**src/rtl/alu_status_reader_if.sv**
```systemverilog
// Stream and status bundle between the ALU result producer, the status reader and its consumer.
// Latency: none; this is wiring only.
// Backpressure: carries in_ready/out_ready for the valid/ready handshakes on both sides.
interface alu_status_reader_if #(
    parameter int width = 32,
    parameter int depth = 4
);
    // Producer side: packed {overflow, zero, carry, d}
    logic [width+2:0]         in_word;
    logic                     in_valid;
    logic                     in_ready;

    // Consumer side: unpacked head entry
    logic [width-1:0]         out_d;
    logic                     out_overflow;
    logic                     out_zero;
    logic                     out_carry;
    logic                     out_valid;
    logic                     out_ready;

    // Occupancy and statistics
    logic [$clog2(depth):0]   count;
    logic                     sticky_overflow;
    logic                     sticky_carry;
    logic [7:0]               ovf_count;
    logic                     err_zero;
    logic                     clear_sticky;

    modport slave (
        input  in_word, in_valid, out_ready, clear_sticky,
        output in_ready, out_d, out_overflow, out_zero, out_carry, out_valid,
               count, sticky_overflow, sticky_carry, ovf_count, err_zero
    );

    modport master (
        output in_word, in_valid, out_ready, clear_sticky,
        input  in_ready, out_d, out_overflow, out_zero, out_carry, out_valid,
               count, sticky_overflow, sticky_carry, ovf_count, err_zero
    );
endinterface

```
**src/rtl/alu_status_reader.sv**
```systemverilog
// Buffers packed ALU result/status words in a show-ahead FIFO and tracks sticky flag statistics on pop.
// Latency: a word accepted at edge N is visible on the outputs from edge N (1 cycle input to output).
// Backpressure: in_ready = !full from registered count only; the head is held while out_ready is low.
module alu_status_reader #(
    parameter int width = 32,   // data field width
    parameter int depth = 4     // FIFO entries, power of two, >= 2
) (
    input  logic              clk,
    input  logic              rst,
    alu_status_reader_if.slave bus
);
    localparam int AW = $clog2(depth);
    localparam int CW = AW + 1;
    localparam int WW = width + 3;

    // Storage and pointers
    logic [WW-1:0] mem_q [depth];
    logic [AW-1:0] wr_ptr_q, wr_ptr_d;
    logic [AW-1:0] rd_ptr_q, rd_ptr_d;
    logic [CW-1:0] count_q, count_d;

    // Statistics
    logic          sticky_ovf_q, sticky_ovf_d;
    logic          sticky_carry_q, sticky_carry_d;
    logic [7:0]    ovf_cnt_q, ovf_cnt_d;
    logic          err_zero_q, err_zero_d;

    logic          full, empty, push, pop;
    logic [WW-1:0] head;
    logic [width-1:0] head_d;
    logic          head_ovf, head_zero, head_carry;

    assign full  = (count_q == CW'(depth));
    assign empty = (count_q == '0);
    assign push  = bus.in_valid && !full;
    assign pop   = !empty && bus.out_ready;

    // Show-ahead read: the head entry drives the outputs directly
    assign head       = mem_q[rd_ptr_q];
    assign head_d     = head[width-1:0];
    assign head_carry = head[width];
    assign head_zero  = head[width+1];
    assign head_ovf   = head[width+2];

    assign bus.in_ready        = !full;
    assign bus.out_valid       = !empty;
    assign bus.out_d           = head_d;
    assign bus.out_overflow    = head_ovf;
    assign bus.out_zero        = head_zero;
    assign bus.out_carry       = head_carry;
    assign bus.count           = count_q;
    assign bus.sticky_overflow = sticky_ovf_q;
    assign bus.sticky_carry    = sticky_carry_q;
    assign bus.ovf_count       = ovf_cnt_q;
    assign bus.err_zero        = err_zero_q;

    // Next pointer/occupancy state and statistics; clear is applied before the popped word's events
    always_comb begin
        wr_ptr_d       = wr_ptr_q;
        rd_ptr_d       = rd_ptr_q;
        count_d        = count_q;
        sticky_ovf_d   = sticky_ovf_q;
        sticky_carry_d = sticky_carry_q;
        ovf_cnt_d      = ovf_cnt_q;
        err_zero_d     = err_zero_q;

        if (push) wr_ptr_d = wr_ptr_q + AW'(1);
        if (pop)  rd_ptr_d = rd_ptr_q + AW'(1);

        case ({push, pop})
            2'b10:   count_d = count_q + CW'(1);
            2'b01:   count_d = count_q - CW'(1);
            default: count_d = count_q;
        endcase

        if (bus.clear_sticky) begin
            sticky_ovf_d   = 1'b0;
            sticky_carry_d = 1'b0;
            ovf_cnt_d      = 8'd0;
            err_zero_d     = 1'b0;
        end

        if (pop) begin
            if (head_ovf) begin
                sticky_ovf_d = 1'b1;
                if (ovf_cnt_d != 8'hFF) ovf_cnt_d = ovf_cnt_d + 8'd1;
            end
            if (head_carry) sticky_carry_d = 1'b1;
            if (head_zero != (head_d == '0)) err_zero_d = 1'b1;
        end
    end

    // Entry storage: written at wr_ptr on push, cleared by reset
    always_ff @(posedge clk or posedge rst) begin
        if (rst) begin
            for (int i = 0; i < depth; i++) mem_q[i] <= '0;
        end else if (push) begin
            mem_q[wr_ptr_q] <= bus.in_word;
        end
    end

    // Pointer, occupancy and statistics registers
    always_ff @(posedge clk or posedge rst) begin
        if (rst) begin
            wr_ptr_q       <= '0;
            rd_ptr_q       <= '0;
            count_q        <= '0;
            sticky_ovf_q   <= 1'b0;
            sticky_carry_q <= 1'b0;
            ovf_cnt_q      <= 8'd0;
            err_zero_q     <= 1'b0;
        end else begin
            wr_ptr_q       <= wr_ptr_d;
            rd_ptr_q       <= rd_ptr_d;
            count_q        <= count_d;
            sticky_ovf_q   <= sticky_ovf_d;
            sticky_carry_q <= sticky_carry_d;
            ovf_cnt_q      <= ovf_cnt_d;
            err_zero_q     <= err_zero_d;
        end
    end
endmodule

```
**src/flat_wrapper.sv**
```systemverilog
// flat-port wrapper written by rule: the top's interface ports become plain ports
module alu_status_reader_flat 
#(
    parameter int width = 32,                      
    parameter int depth = 4                                        
)
  (clk, rst, bus_in_word, bus_in_valid, bus_out_ready, bus_clear_sticky, bus_in_ready, bus_out_d, bus_out_overflow, bus_out_zero, bus_out_carry, bus_out_valid, bus_count, bus_sticky_overflow, bus_sticky_carry, bus_ovf_count, bus_err_zero);
  alu_status_reader_if #(.width(width), .depth(depth)) bus_i ();
  input  logic clk;
  input  logic rst;
  input wire logic [$bits(bus_i.in_word)-1:0] bus_in_word;
  input wire logic [$bits(bus_i.in_valid)-1:0] bus_in_valid;
  input wire logic [$bits(bus_i.out_ready)-1:0] bus_out_ready;
  input wire logic [$bits(bus_i.clear_sticky)-1:0] bus_clear_sticky;
  output wire logic [$bits(bus_i.in_ready)-1:0] bus_in_ready;
  output wire logic [$bits(bus_i.out_d)-1:0] bus_out_d;
  output wire logic [$bits(bus_i.out_overflow)-1:0] bus_out_overflow;
  output wire logic [$bits(bus_i.out_zero)-1:0] bus_out_zero;
  output wire logic [$bits(bus_i.out_carry)-1:0] bus_out_carry;
  output wire logic [$bits(bus_i.out_valid)-1:0] bus_out_valid;
  output wire logic [$bits(bus_i.count)-1:0] bus_count;
  output wire logic [$bits(bus_i.sticky_overflow)-1:0] bus_sticky_overflow;
  output wire logic [$bits(bus_i.sticky_carry)-1:0] bus_sticky_carry;
  output wire logic [$bits(bus_i.ovf_count)-1:0] bus_ovf_count;
  output wire logic [$bits(bus_i.err_zero)-1:0] bus_err_zero;
  assign bus_i.in_word = bus_in_word;
  assign bus_i.in_valid = bus_in_valid;
  assign bus_i.out_ready = bus_out_ready;
  assign bus_i.clear_sticky = bus_clear_sticky;
  assign bus_in_ready = bus_i.in_ready;
  assign bus_out_d = bus_i.out_d;
  assign bus_out_overflow = bus_i.out_overflow;
  assign bus_out_zero = bus_i.out_zero;
  assign bus_out_carry = bus_i.out_carry;
  assign bus_out_valid = bus_i.out_valid;
  assign bus_count = bus_i.count;
  assign bus_sticky_overflow = bus_i.sticky_overflow;
  assign bus_sticky_carry = bus_i.sticky_carry;
  assign bus_ovf_count = bus_i.ovf_count;
  assign bus_err_zero = bus_i.err_zero;
  alu_status_reader #(.width(width), .depth(depth)) u_core (.clk(clk), .rst(rst), .bus(bus_i));
endmodule
```
**config.mk**
```make
export PLATFORM = sky130hd
export DESIGN_NAME = alu_status_reader_flat
export DESIGN_NICKNAME = d
export VERILOG_FILES = /design/src/rtl/alu_status_reader_if.sv /design/src/rtl/alu_status_reader.sv /design/src/flat_wrapper.sv
export SDC_FILE = /design/constraint.sdc
export NUM_CORES = 1
export LEC_CHECK = 0
export ABC_CLOCK_PERIOD_IN_PS = 10570
export CORE_ASPECT_RATIO = 1.4
export CORE_MARGIN = 2
export CORE_UTILIZATION = 35
export DETAILED_ROUTE_END_ITERATION = 7
export GPL_ROUTABILITY_DRIVEN = 0
export GPL_TIMING_DRIVEN = 0
export PLACE_DENSITY = 0.59
export SLEW_MARGIN = 10
export SYNTH_ARGS = -nofsm -noshare
export SYNTH_HDL_FRONTEND = slang
export SYNTH_SLANG_ARGS = --single-unit
export TNS_END_PERCENT = 20
```
**constraint.sdc**
```tcl
create_clock -name clk -period 10.57 [get_ports clk]
set_input_delay 2.114 -clock clk [delete_from_list [all_inputs] [get_ports clk]]
set_output_delay 2.114 -clock clk [all_outputs]
set_load 0.03 [all_outputs]
```
==> metrics <==
RSZ-0062 raised after global routing no; vias in the first global route 4698; Clock Skews 7.21 ps; worst rel slew slack 45.8%; Area Growth Syn to Fin 26.0%; count leader, synth dfrtp_1; Filler Cell Count 1777; Die H 172 um; IO Port Bufs 89; CP Class reg2out; Clock Pin Slew Worst Setup and Hold Paths 60 ps; syn avg cell area 16.1 um2; internal power 2.05 mW; worst min path class reg2reg; Sink Count 158; CTS tree done; Synth Warn # 0; outcome completed; Layout Nets 597; CTS Hold Bufs 0; register share of total power 32.5%; PostCTS Resize Cnt 0; PnR worst setup slack 5860 ps; DRC Markers 0; Commonest cells post-synth dfrtp_1 (158), mux2_1 (141), mux4_2 (26); CP required 8460 ps; Place WS 6060 ps; Die Area 21400 um2; Die Width 124 um; arrival time at the worst endpoint 2590 ps; global-route wire length before repair 26100 um; worst-path fanout max 10; DP HPWL 11800 um; IO Count 91; clock network fraction of total power 19.2%; Final setup viols 0; row cnt 61; CTS root buf clkbuf_16; area leader, netlist dfrtp_1; crit start category register; Setup Fix Bufs, Post-CTS 0; CTS buffer count 17; synthesized area 7100 um2; CP Capture Type output pin; switching portion of total power 37.0%; H-tree levels 4; hold path startpoint u_core.mem_q[86]$_DFFE_PP0P_; Worst-Margin Slew 805 ps; Tot GR Track Use 15.9%; Routed WL 16400 um; Leakage Power 3.74 nW; top cells by area, synth dfrtp_1 (56%), mux2_1 (22%), mux4_2 (8.3%), mux4_1 (3.3%), ha_1 (1.1%); Period Utilization, post-route 44.5%; Cells after Synth 441; DRT antenna net count 0; EDFF count, synth 0; global route total overflow 0; Primary FF master, synth dfrtp_1; switching power 1.20 mW; initial antenna violation count 0; Clock Path Buffers 2; fmax 0.213 GHz; worst vdd ir 0.192 mV; Initial DRC Count 128; largest net degree at the start of global routing 90; post-synthesis cell type count 40; Vias 4169; Core ar. 19800 um2; layout cells sized above 1 12.3%; Pre-antenna DRT Iters 4; final slew viol count 0; asr flop ratio synth 100%; clk_lat worst skew 420 ps; vias per cell 5.12; wire per inst 20.1 um; RR Startpoint u_core.rd_ptr_q[1]$_DFFE_PP0N_; Critical Path Start u_core.rd_ptr_q[0]$_DFFE_PP0N_; post-synthesis sequential area ratio 55.7%; worst hold slack 479 ps; endpoints failing hold 0; minimum clock period 4710 ps; Yosys reg bits 158; Post-Synthesis Net Count 488; Initial Utilization 35.8%; Synth top area share 55.7%; Setup Total Neg Slack 0 ps; diodes inserted 0; PwrDens 363 nW/um2; maxcap violations 0; Comb pwr share 48.3%
[flip-flops by register name (all words and copies together), names as in the netlist]
register,cells
u_core.bus.count,3
u_core.wr_ptr_q,2
u_core.bus.ovf_count,8
u_core.bus.sticky_overflow,1
u_core.mem_q,140
u_core.rd_ptr_q,2
u_core.bus.err_zero,1
u_core.bus.sticky_carry,1
[critical path, cell delays in order (launching register included)]
cell	delay [ps]
dfrtp_1	350
buf_6	190
buf_6	220
buf_6	210
mux4_2	580
clkdlybuf4s50_1	620
[worst paths after layout]
kind	depth (start not counted)	to	slack (ps)
min in group asynchronous	2	u_core.mem_q[48]$_DFFE_PP0P_	2180
setup reg to reg	8	u_core.bus.err_zero$_DFF_PP0_	7450
max in group asynchronous	3	u_core.mem_q[124]$_DFFE_PP0P_	7620
setup / recovery	5	bus_out_zero	5860
hold / removal	1	u_core.mem_q[86]$_DFFE_PP0P_	480
hold reg to reg	1	u_core.mem_q[86]$_DFFE_PP0P_	480
[cell type report]
cell class                 instances  area, um2  share of cell area (%)
tap                              252        315                    3.53
clock inverter                     6        105                    1.18
multi-input combinational        251       2960                    33.1
sequential                       158       3950                    44.2
buffer                            23        150                    1.68
clock buffer                      26        499                    5.58
inverter                           9       41.3                   0.462
timing repair buffer              90        918                    10.3
[through the flow]
step	instance area, um2	utilization, %	std cells	total power [mW]
3_5_place_dp	8340	42.0	783	2.67
5_1_grt	8940	45.1	815	3.44
3_3_place_gp	8300	41.8	782	2.60
4_1_cts	8940	45.1	815	3.30
6_report	8940	45.1	815	3.25
2_1_floorplan	7100	-	441	2.07
[power groups by stage]
stage	Combinational [mW]	Clock [mW]	Sequential, mW
finish	1.57	0.623	1.06
global route	1.68	0.666	1.09
CTS	1.61	0.637	1.06
detailed placement	1.60	0	1.07
global placement	1.57	0	1.03
floorplan	1.04	0	1.04
[cells in the final DEF (no fill, tap or decap), drive strengths merged, types with 4 or more instances in the layout]
cell and instances:
nor2 4, xor2 5, xnor2 5, ha 6, clkbuf 40, clkdlybuf4s50 89
dfrtp 158, nor4 8, mux2 141, buf 10, nand4 5, nand2 12
inv 9, nand3 4, mux4 35
[cell families (layout without fill, tap and decap cells)]
group / count (synthesis) / count (layout) / synth area share [%]
flops: 158 / 158 / 55.7
compound gates: 11 / 11 / 1.11
xor+xnor: 10 / 10 / 1.23
mux: 177 / 177 / 34.1
buf+inv: 32 / 154 / 2.59
fa+ha+maj: 7 / 7 / 1.34
simple gates: 46 / 46 / 3.90
[routing by layer]
metal  vias to the layer above  wire (um)  GRT usage, %
met2                        85       8790          29.3
met5                         -          0             0
met4                         0        136          4.05
met1                      2219       6650          18.2
li1                       1855          -             -
met3                        10        805          4.61
Power figures use the tool's default switching activity.
